===== config.mk =====
export PLATFORM = sky130hd
export DESIGN_NAME = stopwatch_cu
export DESIGN_NICKNAME = d
export VERILOG_FILES = /design/src/rtl/stopwatch_cu.sv
export SDC_FILE = /design/constraint.sdc
export NUM_CORES = 1
export LEC_CHECK = 0
export ABC_AREA = 1
export CORE_AREA = 2 2 39 41
export DETAILED_ROUTE_END_ITERATION = 6
export DIE_AREA = 0 0 41 43
export PLACE_DENSITY_LB_ADDON = 0.3
export SKIP_LAST_GASP = 1
export SLEW_MARGIN = 20
export SYNTH_ARGS = -nofsm -noshare
export SYNTH_HDL_FRONTEND = slang
export SYNTH_SLANG_ARGS = --single-unit

===== constraint.sdc =====
create_clock -name clk -period 2.3 [get_ports clk]
set_input_delay 0.575 -clock clk [delete_from_list [all_inputs] [get_ports clk]]
set_output_delay 0.575 -clock clk [all_outputs]
set_load 0.005 [all_outputs]

===== src/rtl/stopwatch_cu.sv =====
// stopwatch_cu: RUN/STOP/CLEAR sequencer for the stopwatch datapath.
// Events come from debounced buttons and ASCII commands in the UART RX FIFO.
module stopwatch_cu (
    input  logic       clk,
    input  logic       rst,
    input  logic       btn_run_stop,
    input  logic       btn_clear,
    input  logic       rx_empty,
    input  logic [7:0] rx_rdata,
    output logic       rx_rd,
    input  logic       tx_full,
    output logic       tx_push,
    output logic [7:0] tx_wdata,
    output logic       run_stop,
    output logic       clear
);

    typedef enum logic [1:0] {
        ST_STOP  = 2'd0,
        ST_RUN   = 2'd1,
        ST_CLEAR = 2'd2
    } state_t;

    typedef enum logic {
        RD_IDLE = 1'b0,
        RD_EVAL = 1'b1
    } rd_t;

    localparam logic [7:0] ACK_RS  = 8'h52;
    localparam logic [7:0] ACK_CL  = 8'h43;
    localparam logic [7:0] ACK_SP  = 8'h53;
    localparam logic [7:0] ACK_BAD = 8'h3F;

    state_t     state;
    state_t     state_nxt;
    rd_t        rd_state;
    rd_t        rd_nxt;

    logic       cmd_rs;
    logic       cmd_cl;
    logic       cmd_sp;
    logic       btn_any;
    logic       uart_take;
    logic       ev_rs;
    logic       ev_cl;
    logic       ev_sp;
    logic       ack_push;
    logic [7:0] ack_code;

    // Decode the byte sampled in EVAL; case is folded by matching both codes.
    always_comb begin
        cmd_rs = (rx_rdata == 8'h52) || (rx_rdata == 8'h72);
        cmd_cl = (rx_rdata == 8'h43) || (rx_rdata == 8'h63);
        cmd_sp = (rx_rdata == 8'h53) || (rx_rdata == 8'h73);
    end

    // Merge sources: buttons beat the UART byte, and clear beats run/stop.
    always_comb begin
        btn_any   = btn_run_stop | btn_clear;
        uart_take = (rd_state == RD_EVAL) & ~btn_any;
        ev_cl     = btn_clear | (uart_take & cmd_cl);
        ev_rs     = (btn_run_stop & ~btn_clear) | (uart_take & cmd_rs);
        ev_sp     = uart_take & cmd_sp;
    end

    // Acknowledgement for a byte that was actually evaluated.
    always_comb begin
        ack_push = uart_take & ~tx_full;
        if (cmd_rs)
            ack_code = ACK_RS;
        else if (cmd_cl)
            ack_code = ACK_CL;
        else if (cmd_sp)
            ack_code = ACK_SP;
        else
            ack_code = ACK_BAD;
    end

    // Control FSM and reader state registers.
    always_ff @(posedge clk or negedge rst) begin
        if (!rst) begin
            state    <= ST_STOP;
            rd_state <= RD_IDLE;
        end else begin
            state    <= state_nxt;
            rd_state <= rd_nxt;
        end
    end

    // Control FSM next state; CLEAR is a one-cycle transient.
    always_comb begin
        state_nxt = state;
        case (state)
            ST_STOP: begin
                if (ev_cl)
                    state_nxt = ST_CLEAR;
                else if (ev_rs)
                    state_nxt = ST_RUN;
            end
            ST_RUN: begin
                if (ev_rs || ev_sp)
                    state_nxt = ST_STOP;
            end
            ST_CLEAR: state_nxt = ST_STOP;
            default:  state_nxt = ST_STOP;
        endcase
    end

    // Reader next state: pop in IDLE, evaluate the byte the cycle after.
    always_comb begin
        rd_nxt = rd_state;
        case (rd_state)
            RD_IDLE: begin
                if (!rx_empty)
                    rd_nxt = RD_EVAL;
            end
            RD_EVAL: rd_nxt = RD_IDLE;
            default: rd_nxt = RD_IDLE;
        endcase
    end

    // Outputs decoded from registered state; no pop while held in reset.
    always_comb begin
        run_stop = (state == ST_RUN);
        clear    = (state == ST_CLEAR);
        rx_rd    = rst & (rd_state == RD_IDLE) & ~rx_empty;
    end

    // Registered TX push; the data byte holds its last value between pushes.
    always_ff @(posedge clk or negedge rst) begin
        if (!rst) begin
            tx_push  <= 1'b0;
            tx_wdata <= 8'h00;
        end else begin
            tx_push <= ack_push;
            if (ack_push)
                tx_wdata <= ack_code;
        end
    end

endmodule


==> flow_summary.json <==
{
  "clock_skew_ns": 0.00153,
  "yosys_warnings": 0,
  "peakVddDrop_mv": 0.383,
  "netlist_area_um2": 504,
  "status": "completed",
  "fin_util_pct": 55.2,
  "drive_above_1_share_pct": 14.8,
  "overflow": 0,
  "crit_path_end_kind": "output pin",
  "p_per_area_nw_per_um2": 580,
  "gp_congestion": 0.723,
  "post-route-min-period_ns": 2.03,
  "nets": 103,
  "cp-startpoint": "rst",
  "syn_inst": 63,
  "multi_input_area_um2": 215,
  "fillers": 138,
  "drc": 0,
  "swShare_pct": 24.3,
  "hold_violations": 0,
  "num_antenna_cells": 0,
  "hold_end": "tx_wdata[1]",
  "slew_violations": 0,
  "r2r_start": "rd_state",
  "p_comb_share_pct": 30.5,
  "grt_pass1_vias": 423,
  "grt_antenna_before_repair": 0,
  "grt_pass1_wl_mm": 1.61,
  "cts_tree": "built",
  "synth_cell_type_count": 20,
  "first_iter_violations": 4,
  "synth_top_area_share_pct": 44.7,
  "worst_ep_arrival_time_ns": 1.45,
  "track_usage_pct": 13.3,
  "postRouteAntennaNets": 0,
  "hpwl_um": 824,
  "finalWirelength_um": 968,
  "hold_ws_ns": 0.470,
  "clockBufferDepth": 2,
  "min_from": "tx_wdata[1]",
  "register_area_um2": 225,
  "htreeDepth": 1,
  "port_buffers": 23,
  "setup_violations": 0,
  "cts_sinks": 9,
  "holdPathStages": 1,
  "wl_per_cell_um": 9.31,
  "p_switching_mw": 0.108,
  "total_power_mw": 0.443,
  "grt_max_degree": 10,
  "initial_core_util_pct": 36.4,
  "yosysSeqAreaShare_pct": 44.7,
  "max-cap-violations": 0,
  "fp.dieH_um": 43,
  "die_w_um": 41,
  "num_vias": 432,
  "reg2reg_depth": 5,
  "rows": 14,
  "cp_max_fo": 2,
  "clockPowerShare_pct": 25.0,
  "r2r_slack_ns": 1.29,
  "reg2reg_to": "state[0]",
  "core_um2": 1380,
  "internal_power_mw": 0.335,
  "clk_latency_ns": 0.24,
  "via_per_inst": 4.15,
  "syn_avg_cell_area_um2": 8.00,
  "p_leak_nw": 0.374,
  "instances_no_fill": 104,
  "cts_root_buffer": "clkbuf_4",
  "synth_area_leaders": "dfrtp_1, nand2_1, inv_1, nor2_1, buf_4",
  "synth.ff_latch_count": 9,
  "cts_made_buffers": 3,
  "clk_pin_slew_ns": 0.06,
  "cp_data_required_time_ns": 1.73,
  "syn2layout_area_growth_pct": 51.6,
  "placed_cells": 100,
  "firstDrtPassIters": 4,
  "min_path_type": "flop to flop",
  "pin_count": 26,
  "worstSetupStartpointType": "primary input",
  "rsz0062_at_grt": "false",
  "synth_top_area_cell": "dfrtp_1",
  "finalCritPeriodShare_pct": 88.1,
  "syn-num-nets": 77,
  "die_area_um2": 1760,
  "fmax_mhz": 494,
  "p_seq_share_pct": 44.6,
  "path_class": "primary input to output pin"
}
==> registers in the layout (all words and copies together) (netlist names) <==
name      cells
rd_state      1
state         2
tx_push       1
tx_wdata      5
==> power groups by stage <==
stage / clock network (mW) / logic [mW] / registers, mW
after floorplan: 0 / 0.0534 / 0.201
after global placement: 0 / 0.136 / 0.200
after detailed placement: 0 / 0.138 / 0.201
after CTS: 0.117 / 0.138 / 0.198
after global routing: 0.125 / 0.149 / 0.201
final: 0.111 / 0.135 / 0.197
==> cell usage after synthesis <==
master	n
nor2_1	9
nand4_1	1
o21ai_0	2
nand3b_1	1
o21a_1	1
conb_1	1
nand2_4	1
nor2_8	1
or2_2	1
dfrtp_1	9
nor2_2	2
a21oi_1	1
nor3_1	1
nand2_1	12
nand3_1	4
o21ai_2	1
o211ai_2	1
inv_2	2
buf_4	3
inv_1	9
==> timing repair <==
action / CTS / global route
endpoints found under the hold margin: 0 / 0
endpoints found under the setup margin: 1 / 0
gates resized for setup: 1 / 0
setup buffers: 0 / 0
hold buffers: 0 / 0
==> routing by layer <==
| metal | track usage (%) | vias up | wire length, um |
|---|---|---|---|
| met4 | 6.00 | 0 | 8 |
| met3 | 1.57 | 2 | 60 |
| li1 | - | 239 | - |
| met1 | 16.7 | 180 | 412 |
| met2 | 21.6 | 11 | 487 |
| met5 | 0 | - | 0 |
==> worst max-delay path, stage by stage <==
cell,delay (ns)
clkdlybuf4s50_1,0.49
nand2_1,0.07
nor2_1,0.07
dlygate4sd2_1,0.24
==> cells by family (layout without fill, tap and decap cells) <==
kind of cell / count (synthesis) / after routing / share of synthesized area, %
buffers and inverters: 14 / 39 / 12.7
AOI/OAI and AO/OA: 6 / 6 / 8.68
other: 1 / 1 / 0.744
DFF: 9 / 9 / 44.7
and+or+nand+nor: 33 / 33 / 33.3
==> area by class of cell <==
type,count,area share (%)
inverters,11,5.40
repair buffers,24,30.9
flip-flops and latches,9,29.5
clock buffers,4,3.44
multi-input cells,40,28.2
well taps,16,2.62
==> placed cells by master (no fill, tap or decap), types with 2 or more instances in the layout <==
cell type,n
clkdlybuf4s50_1,22
nand2_1,12
inv_1,9
nor2_1,9
dfrtp_1,9
nand3_1,4
clkbuf_4,3
nor2_2,2
inv_2,2
o21ai_0,2
==> stage by stage <==
step,setup TNS [ns],setup WS [ns],area (um^2)
after floorplan,0,1.02,504
after global placement,0,0.00362,739
after detailed placement,-0.0135,-0.0135,739
after CTS,0,0.267,764
after global routing,0,0.226,764
final,0,0.275,764
==> worst max path at each step <==
stage,endpoint,cells past startpoint
after floorplan,rx_rd,2
after global routing,rx_rd,4
after CTS,rx_rd,4
after global placement,rx_rd,4
final,rx_rd,4
after detailed placement,rx_rd,4
Note: power is estimated with default switching activity, not from simulation.
